**config.mk**
```make
export PLATFORM = sky130hd
export DESIGN_NAME = counter_seg_display
export DESIGN_NICKNAME = d
export VERILOG_FILES = /design/src/rtl/counter_seg_display.sv
export SDC_FILE = /design/constraint.sdc
export NUM_CORES = 1
export LEC_CHECK = 0
export ABC_CLOCK_PERIOD_IN_PS = 1700
export CAP_MARGIN = 0
export CELL_PAD_IN_SITES_DETAIL_PLACEMENT = 0
export CELL_PAD_IN_SITES_GLOBAL_PLACEMENT = 1
export CORE_MARGIN = 5
export CORE_UTILIZATION = 30
export CTS_CLUSTER_DIAMETER = 60
export DETAILED_ROUTE_END_ITERATION = 10
export PLACE_DENSITY = 0.59
export SLEW_MARGIN = 0
export SYNTH_ARGS = -nofsm -noshare
export SYNTH_HDL_FRONTEND = slang
export SYNTH_SLANG_ARGS = --single-unit
```
**constraint.sdc**
```tcl
create_clock -name clk -period 1.7 [get_ports clk]
set_input_delay 0.34 -clock clk [delete_from_list [all_inputs] [get_ports clk]]
set_output_delay 0.34 -clock clk [all_outputs]
set_load 0.01 [all_outputs]
```
**src/rtl/counter_seg_display.sv**
```systemverilog
// counter_seg_display: samples a 0..30 counter, converts it to two BCD digits
// and scans a two-digit 7-segment display. Flags wrap events and value 31.
module counter_seg_display #(
  parameter int unsigned SCAN_DIV       = 4,
  parameter bit          SEG_ACTIVE_LOW = 1'b0
) (
  input  logic       clk,
  input  logic       rst,
  input  logic [4:0] counter,
  input  logic       mode,
  output logic [6:0] seg,
  output logic       dp,
  output logic [1:0] dig_en,
  output logic       wrap,
  output logic       err
);
  typedef enum logic {SCAN_ONES = 1'b0, SCAN_TENS = 1'b1} scan_t;

  localparam logic [15:0] PRESC_TC = 16'(SCAN_DIV - 1);
  localparam logic [6:0]  SEG_OFF  = SEG_ACTIVE_LOW ? 7'h7F : 7'h00;
  localparam logic        DP_OFF   = SEG_ACTIVE_LOW;

  logic [4:0]  r_cnt, r_prev;
  logic        r_mode, r_smp_v, r_hist_v;
  logic [3:0]  r_tens, r_ones;
  logic        r_mode_d;
  scan_t       r_state, w_state_nxt;
  logic [15:0] r_presc, w_presc_nxt;
  logic [3:0]  w_tens, w_ones;
  logic [6:0]  w_seg_nxt;
  logic        w_dp_nxt;
  logic [1:0]  w_dig_nxt;
  logic        w_wrap_evt;

  function automatic logic [6:0] seg_decode(input logic [3:0] d);
    case (d)
      4'd0:    seg_decode = 7'h3F;
      4'd1:    seg_decode = 7'h06;
      4'd2:    seg_decode = 7'h5B;
      4'd3:    seg_decode = 7'h4F;
      4'd4:    seg_decode = 7'h66;
      4'd5:    seg_decode = 7'h6D;
      4'd6:    seg_decode = 7'h7D;
      4'd7:    seg_decode = 7'h07;
      4'd8:    seg_decode = 7'h7F;
      4'd9:    seg_decode = 7'h6F;
      4'hF:    seg_decode = 7'h40;
      default: seg_decode = 7'h00;
    endcase
  endfunction

  // Stage 1: sample counter/mode; hist_v marks prev_q as holding a real sample
  always_ff @(posedge clk or posedge rst) begin
    if (rst) begin
      r_cnt    <= 5'd0;
      r_mode   <= 1'b0;
      r_prev   <= 5'd0;
      r_smp_v  <= 1'b0;
      r_hist_v <= 1'b0;
    end else begin
      r_cnt    <= counter;
      r_mode   <= mode;
      r_prev   <= r_cnt;
      r_smp_v  <= 1'b1;
      r_hist_v <= r_smp_v;
    end
  end

  // Binary to BCD; 31 maps to the dash code on both digits
  always_comb begin
    w_tens = 4'd0;
    w_ones = 4'(r_cnt);
    if (r_cnt == 5'd31) begin
      w_tens = 4'hF;
      w_ones = 4'hF;
    end else if (r_cnt >= 5'd30) begin
      w_tens = 4'd3;
      w_ones = 4'(r_cnt - 5'd30);
    end else if (r_cnt >= 5'd20) begin
      w_tens = 4'd2;
      w_ones = 4'(r_cnt - 5'd20);
    end else if (r_cnt >= 5'd10) begin
      w_tens = 4'd1;
      w_ones = 4'(r_cnt - 5'd10);
    end
  end

  assign w_wrap_evt = r_hist_v &&
                      (((r_prev == 5'd30) && (r_cnt == 5'd0)) ||
                       ((r_prev == 5'd0)  && (r_cnt == 5'd30)));

  // Stage 2: digit registers plus wrap pulse and sticky error flag
  always_ff @(posedge clk or posedge rst) begin
    if (rst) begin
      r_tens   <= 4'd0;
      r_ones   <= 4'd0;
      r_mode_d <= 1'b0;
      wrap     <= 1'b0;
      err      <= 1'b0;
    end else begin
      r_tens   <= w_tens;
      r_ones   <= w_ones;
      r_mode_d <= r_mode;
      wrap     <= w_wrap_evt;
      err      <= err | (r_cnt == 5'd31);
    end
  end

  // Scan FSM state and prescaler register
  always_ff @(posedge clk or posedge rst) begin
    if (rst) begin
      r_state <= SCAN_ONES;
      r_presc <= 16'd0;
    end else begin
      r_state <= w_state_nxt;
      r_presc <= w_presc_nxt;
    end
  end

  // Scan next-state logic and output selection for the current digit
  always_comb begin
    w_state_nxt = r_state;
    w_presc_nxt = r_presc + 16'd1;
    w_dig_nxt   = 2'b00;
    w_seg_nxt   = 7'h00;
    w_dp_nxt    = 1'b0;
    if (r_presc == PRESC_TC) begin
      w_presc_nxt = 16'd0;
      w_state_nxt = (r_state == SCAN_ONES) ? SCAN_TENS : SCAN_ONES;
    end
    case (r_state)
      SCAN_ONES: begin
        w_dig_nxt = 2'b01;
        w_seg_nxt = seg_decode(r_ones);
        w_dp_nxt  = r_mode_d;
      end
      SCAN_TENS: begin
        if (r_tens != 4'd0) begin
          w_dig_nxt = 2'b10;
          w_seg_nxt = seg_decode(r_tens);
        end
      end
      default: ;
    endcase
  end

  // Stage 3: output register; polarity applied to seg/dp only
  always_ff @(posedge clk or posedge rst) begin
    if (rst) begin
      seg    <= SEG_OFF;
      dp     <= DP_OFF;
      dig_en <= 2'b00;
    end else begin
      seg    <= w_seg_nxt ^ {7{SEG_ACTIVE_LOW}};
      dp     <= w_dp_nxt ^ SEG_ACTIVE_LOW;
      dig_en <= w_dig_nxt;
    end
  end

endmodule

```
==> results.md, run 1 <==
- Slowest cell on the critical path: dfrtp_2
- DRC viols: 0
- Diode count: 0
- Cell count after placement: 323
- Clock network power share: 0.312
- Flop pwr share: 0.555
- Max_cap viols: 0
- CP endpoint kind: register
- Worst VDD drop: 480 uV
- First-pass GRT wire length: 6840 um
- Clock root buffer: clkbuf_8
- # hold bufs at CTS: 0
- CP peak stage delay: 0.46 ns
- Pwr per Cell Area: 833 nW/um^2
- Post-Syn Area: 2250 um^2
- Area leader, netlist: dfrtp_1
- Layout cells sized above 1: 0.146
- Final Hold Vio Count: 0
- Worst min path class: primary input to async pin
- Wire length per cell: 11.6 um
- CTS tree: built
- Combinational share of power: 0.134
- Tmin final: 1.66 ns
- IO Count: 20
- Critical path's top delay family: flip-flops
- Setup Skew: 0.0105 ns
- First-pass detailed-route iteration total: 4
- Synth unique cells: 41
- Yosys top cell area share: 0.557
- Post-layout util: 0.386
- Ys Warns: 0
- Final nets: 254
- Sw frac: 0.250
- Reg2reg path depth: 5
- Die X: 96.5 um
- Rows: 31
- I/O Buffers: 19
- # setup viols final: 0
- Slew Limit Fails: 0
- M1 GR Usage: 0.131
- Synth area leaders: dfrtp_1 56%, ha_1 7.8%, xnor2_1 3.5%
- Sequential-to-total area share from yosys stat: 0.557
- M2 GR Usage: 0.140
- Clock Latency Late Sink: 0.31 ns
- WL final: 3840 um
- Initial drt markers: 32
- Gate Count Post-Synth: 198
- Die Area: 9320 um^2
- Sw Pwr: 0.585 mW
- Critical Path RT: 1.89 ns
- Vias/cell: 4.39
- Crit path cell chain: ha_4, and4b_1, a31oi_2, nor3b_4, mux2_4
- Routed Antenna Nets: 0
- Grt peak-use layer: met2
- Buffer levels on the longest clock path: 2
- Initial antenna violation count: 0
- P&R area growth vs syn: 25.3%
- Startpoint types: register
- Max frequency: 602 MHz
- Clock-pin slew on the worst setup and hold paths: 0.10 ns
- Status: completed
- Final period util: 0.977
- RSZ-0062 raised after global routing: true
- Core footprint: 7290 um^2
- WP data arrival: 1.86 ns
- Gr usage total: 0.0962
- GR Util met3: 0.0279
- Initial Utilization: 0.308
- Die Ht: 96.5 um
- Final Non-Filler Cells: 332
- H-tree levels: 2
- Avg Inst Size Synth: 11.3 um^2
- Vias in the first global route: 1431
- CTS sink cnt: 50
- Crit Path Max Fanout: 5
- GRT Residual Overflow: 0
- HPWL after DPL: 2870 um
- Cell Int Power: 1.76 mW
- Synth Net Count: 220
- Number of cells on the critical path: 5
- CTS buffer count: 5
- Routability cong.: 0.824
- Vias: 1457
- Worst path bufs/invs: 0
- Largest net degree at the start of global routing: 20
- Synth Register Bits: 50
- Worst setup path class: register to register
- Leak pwr: 1.27 nW
==> cells in the final DEF (no fill, tap or decap), types with 5 or more instances in the layout <==
cell type	count
nand2_1	10
inv_1	12
ha_1	13
a21oi_1	10
nand3_1	8
buf_4	11
nor3_1	6
xnor2_1	9
dfrtp_1	49
nor2_1	12
xor2_1	8
o21ai_0	9
nor4_1	5
clkbuf_8	6
clkdlybuf4s50_1	19
==> worst paths after layout <==
| kind | startpoint | to | slack (ns) |
|---|---|---|---|
| setup / recovery | r_cnt[2] | r_ones[1] | 0.04 |
| hold / removal | rst | r_presc[8] | 0.33 |
| setup reg to reg | r_cnt[2] | r_ones[1] | 0.04 |
| hold reg to reg | r_smp_v | r_hist_v | 0.36 |
| max in group asynchronous | rst | r_cnt[2] | 0.91 |
| min in group clk | r_smp_v | r_hist_v | 0.36 |
==> routing by layer <==
metal / up-vias / wire length (um)
met1: 676 / 1890
met4: 0 / 67
met5: - / 0
met3: 6 / 185
met2: 24 / 1700
li1: 751 / -
==> cell usage after synthesis <==
cell type,number
xor2_1,8
a211o_1,1
a22o_1,1
ha_1,14
xnor2_1,9
nor4b_1,1
a41o_1,1
buf_2,2
nand3_1,8
a21o_1,1
conb_1,1
nor3_1,6
o211ai_1,2
mux2_2,1
and4b_1,1
and3_2,1
a211oi_1,1
o22ai_1,1
nor2b_1,4
and3_1,1
dfrtp_1,50
mux2i_1,1
a31oi_1,2
o41a_1,1
nor2_1,12
clkbuf_1,4
o21ai_0,9
inv_1,13
nor3b_1,1
a21oi_1,10
o32a_1,1
nor4_1,5
nand4_4,1
and4_4,1
nand4_1,3
nand2b_1,4
nand2_1,10
nor3b_2,1
and4_1,1
and2_1,2
nor4_4,1
==> worst reg2reg max path: cells and delay by family, from the launching register on <==
| family | cells | cell delay (ns) |
|---|---|---|
| DFF | 1 | 0.46 |
| and+or+nand+nor | 2 | 0.42 |
| AOI/OAI and AO/OA | 1 | 0.20 |
| muxes | 1 | 0.31 |
| adders and majority gates | 1 | 0.17 |
==> sequential cells by signal (all words and copies together) (netlist names), 2 cells and up <==
signal,flops
dig_en,2
r_ones,4
r_prev,5
r_presc,16
r_cnt,5
r_tens,3
seg,7
==> cell families after synthesis <==
| logic type | count (synthesis) | synth area share |
|---|---|---|
| AOI/OAI and AO/OA | 31 | 0.0857 |
| xor gates and xnor gates | 17 | 0.0663 |
| adders and majority gates | 14 | 0.0780 |
| buffers and inverters | 19 | 0.0329 |
| DFF | 50 | 0.557 |
| muxes | 2 | 0.00947 |
| other | 1 | 0.00167 |
| and+or+nand+nor | 64 | 0.169 |
==> stage by stage <==
stage          hold slack (ns)  area (um^2)  power (mW)  worst slack, ns  TNS (ns)
2_1_floorplan            0.331         2250        1.48           0.0692         0
3_3_place_gp             0.334         2660        1.63          -0.0411   -0.0411
3_5_place_dp             0.341         2660        1.63          -0.0511   -0.0511
4_1_cts                  0.336         2770        2.38          0.00242         0
5_1_grt                  0.365         2820        2.49          -0.0225   -0.0225
6_report                 0.334         2820        2.35           0.0392         0
==> layout make-up <==
type	count	area (um^2)
Fill cell	752	4480
Sequential cell	50	1250
Multi-Input combinational cell	129	968
Timing Repair Buffer	33	324
Tap cell	99	124
Clock buffer	6	82.6
Inverter	13	48.8
Clock inverter	2	16.3
==> power by group through the flow <==
| stage | combinational (mW) | clock (mW) | sequential (mW) |
|---|---|---|---|
| finish | 0.313 | 0.731 | 1.30 |
| global route | 0.354 | 0.825 | 1.31 |
| CTS | 0.310 | 0.774 | 1.30 |
| detailed placement | 0.305 | 0 | 1.32 |
| global placement | 0.307 | 0 | 1.32 |
| floorplan | 0.150 | 0 | 1.33 |
==> repair_timing <==
item	4_1_cts	5_1_grt
pin swaps	0	1
resized for setup	2	8
setup buffers	1	0
endpoints found under the setup margin	1	1
(Power assumes the default switching activity.)
==> run 2: changes to the inputs <==
--- a/config.mk
+++ b/config.mk
@@ -9,7 +9,6 @@
 export CAP_MARGIN = 0
 export CELL_PAD_IN_SITES_DETAIL_PLACEMENT = 0
 export CELL_PAD_IN_SITES_GLOBAL_PLACEMENT = 1
-export CORE_MARGIN = 5
 export CORE_UTILIZATION = 30
 export CTS_CLUSTER_DIAMETER = 60
 export DETAILED_ROUTE_END_ITERATION = 10
==> constraint.sdc (replaced) <==
create_clock -name clk -period 1.7 [get_ports clk]
set_input_delay 0.34 -clock clk [delete_from_list [all_inputs] [get_ports clk]]
set_output_delay 0.34 -clock clk [all_outputs]
set_load 0.02 [all_outputs]
==> results.md, run 2 (same netlist as run 1, synthesis figures left out) <==
- Worst min path class: primary input to async pin
- Reg2reg path depth: 5
- Largest net degree at the start of global routing: 38
- Final Cell Area: 2820 um^2
- TNS Setup: 0 ns
- Pre-CTS worst setup slack: 0.0351 ns
- WL final: 3770 um
- # setup viols final: 0
- First-pass GRT wire length: 6710 um
- Largest register FFs: 16
- Max_cap viols: 0
- CTS tree: built
- First-pass detailed-route iteration total: 4
- Cell Int Power: 2.04 mW
- M2 GR Usage: 0.183
- Sw Pwr: 0.604 mW
- Diode count: 0
- Routability cong.: 0.794
- Slowest cell on the critical path: clkdlybuf4s50_1
- Rows: 31
- Flop pwr share: 0.491
- Worst setup path class: register to output pin
- Sw frac: 0.228
- Gr usage total: 0.113
- Initial antenna violation count: 0
- CP endpoint kind: output pin
- # hold bufs at CTS: 0
- Final nets: 256
- HPWL after DPL: 2730 um
- I/O Buffers: 19
- Routed Antenna Nets: 0
- Final period util: 0.961
- Fillers: 708
- Clock root buffer: clkbuf_8
- Pwr per Cell Area: 938 nW/um^2
- Crit path cell chain: clkdlybuf4s50_1
- Largest regs: r_presc: 16 flops, seg: 7 flops
- H-tree levels: 2
- Area occupied by multi-input gates: 931 um^2
- GR Util met3: 0.0308
- Die Area: 7840 um^2
- DP Area: 2660 um^2
- Initial drt markers: 32
- Worst R2R Start: r_cnt[2]
- Critical path's top delay family: buffers and inverters
- GRT Residual Overflow: 0
- Tot Pwr: 2.65 mW
- Clock Latency Late Sink: 0.30 ns
- Slew Limit Fails: 0
- WP data arrival: 1.29 ns
- Die X: 88.5 um
- Startpoint types: register
- Most frequent cells in the layout: 48 x dfrtp_1, 19 x clkdlybuf4s50_1, 15 x buf_4
- Critical Path RT: 1.36 ns
- Most flops, register: r_presc
- Most common cell after layout, fill and taps aside: dfrtp_1
- Clock network power share: 0.384
- Final WS setup: 0.0657 ns
- CTS buffer count: 5
- Buffer levels on the longest clock path: 2
- Max frequency: 612 MHz
- Initial Utilization: 0.310
- IO Count: 20
- Tmin final: 1.63 ns
- Vias: 1416
- Worst path bufs/invs: 1
- Flop-to-flop setup slack: 0.07 ns
- M1 GR Usage: 0.142
- RR Endpoint: r_ones[1]
- CTS sink cnt: 50
- Vias in the first global route: 1412
- Sequential Area: 1250 um^2
- WHS: 0.298 ns
- Final Hold Vio Count: 0
- CP peak stage delay: 0.61 ns
- DRC viols: 0
- Worst VDD drop: 346 uV
- Core footprint: 7250 um^2
- Leak pwr: 1.28 nW
- P&R area growth vs syn: 25.6%
- Vias/cell: 4.24
- Clock-pin slew on the worst setup and hold paths: 0.09 ns
- Layout cells sized above 1: 0.153
- Setup Skew: 0.00661 ns
- Combinational share of power: 0.125
- Grt peak-use layer: met2
- Crit Path Max Fanout: 2
- Wire length per cell: 11.3 um
- RSZ-0062 raised after global routing: false
- Die Ht: 88.5 um
- Status: completed
==> run 2: cell types whose count changed in the layout (fill, tap and decap cells not counted), sizes merged <==
cell / before / now
inv: 14 / 13
buf: 14 / 16
bufinv: 0 / 2
clkinvlp: 1 / 0
==> run 2: repair_timing <==
item	4_1_cts	5_1_grt
buffers inserted	0	1
endpoints found under the setup margin	0	1
gates resized for setup	0	5
==> run 2: worst max-delay path by stage <==
stage,depth (start not counted),start,end
floorplan,7,r_cnt[2],r_ones[1]
global route,1,err,err
global placement,5,r_cnt[2],r_ones[1]
detailed placement,5,r_cnt[2],r_ones[1]
finish,1,err,err
CTS,5,r_cnt[2],r_ones[1]
==> run 2: layout make-up <==
| cell class | count | area share |
|---|---|---|
| clock buffers | 6 | 0.0293 |
| clock inverters | 2 | 0.0213 |
| inverters | 13 | 0.0173 |
| multi-input cells | 129 | 0.330 |
| flip-flops and latches | 50 | 0.444 |
| well taps | 99 | 0.0439 |
| repair buffers | 35 | 0.114 |
==> run 2: per-layer routing <==
metal  share of wire  routed length [um]
met5               0                   0
met4           0.019                  70
met3           0.029                 111
met2            0.46                1740
met1            0.49                1840
==> run 2: metrics by stage <==
stage,instances,util
after floorplan,198,-
after global placement,325,0.367
after detailed placement,325,0.367
after CTS,333,0.387
after global routing,334,0.389
final,334,0.389
==> run 2: power groups by stage <==
| stage | logic (mW) | registers, mW | clock network, mW |
|---|---|---|---|
| after floorplan | 0.150 | 1.36 | 0 |
| after global placement | 0.334 | 1.33 | 0 |
| after detailed placement | 0.332 | 1.33 | 0 |
| after CTS | 0.333 | 1.30 | 1.05 |
| after global routing | 0.368 | 1.31 | 1.09 |
| final | 0.331 | 1.30 | 1.02 |
==> run 3: changes to the inputs <==
--- a/config.mk
+++ b/config.mk
@@ -9,11 +9,12 @@
 export CAP_MARGIN = 0
 export CELL_PAD_IN_SITES_DETAIL_PLACEMENT = 0
 export CELL_PAD_IN_SITES_GLOBAL_PLACEMENT = 1
+export CORE_MARGIN = 5
 export CORE_UTILIZATION = 30
 export CTS_CLUSTER_DIAMETER = 60
 export DETAILED_ROUTE_END_ITERATION = 10
 export PLACE_DENSITY = 0.59
-export SLEW_MARGIN = 0
+export SLEW_MARGIN = 20
 export SYNTH_ARGS = -nofsm -noshare
 export SYNTH_HDL_FRONTEND = slang
 export SYNTH_SLANG_ARGS = --single-unit
==> results of run 3 <==
Same layout as run 1 (identical final DEF). Status: completed.
Among the figures that moved: total power 2.35 mW -> 2.37 mW
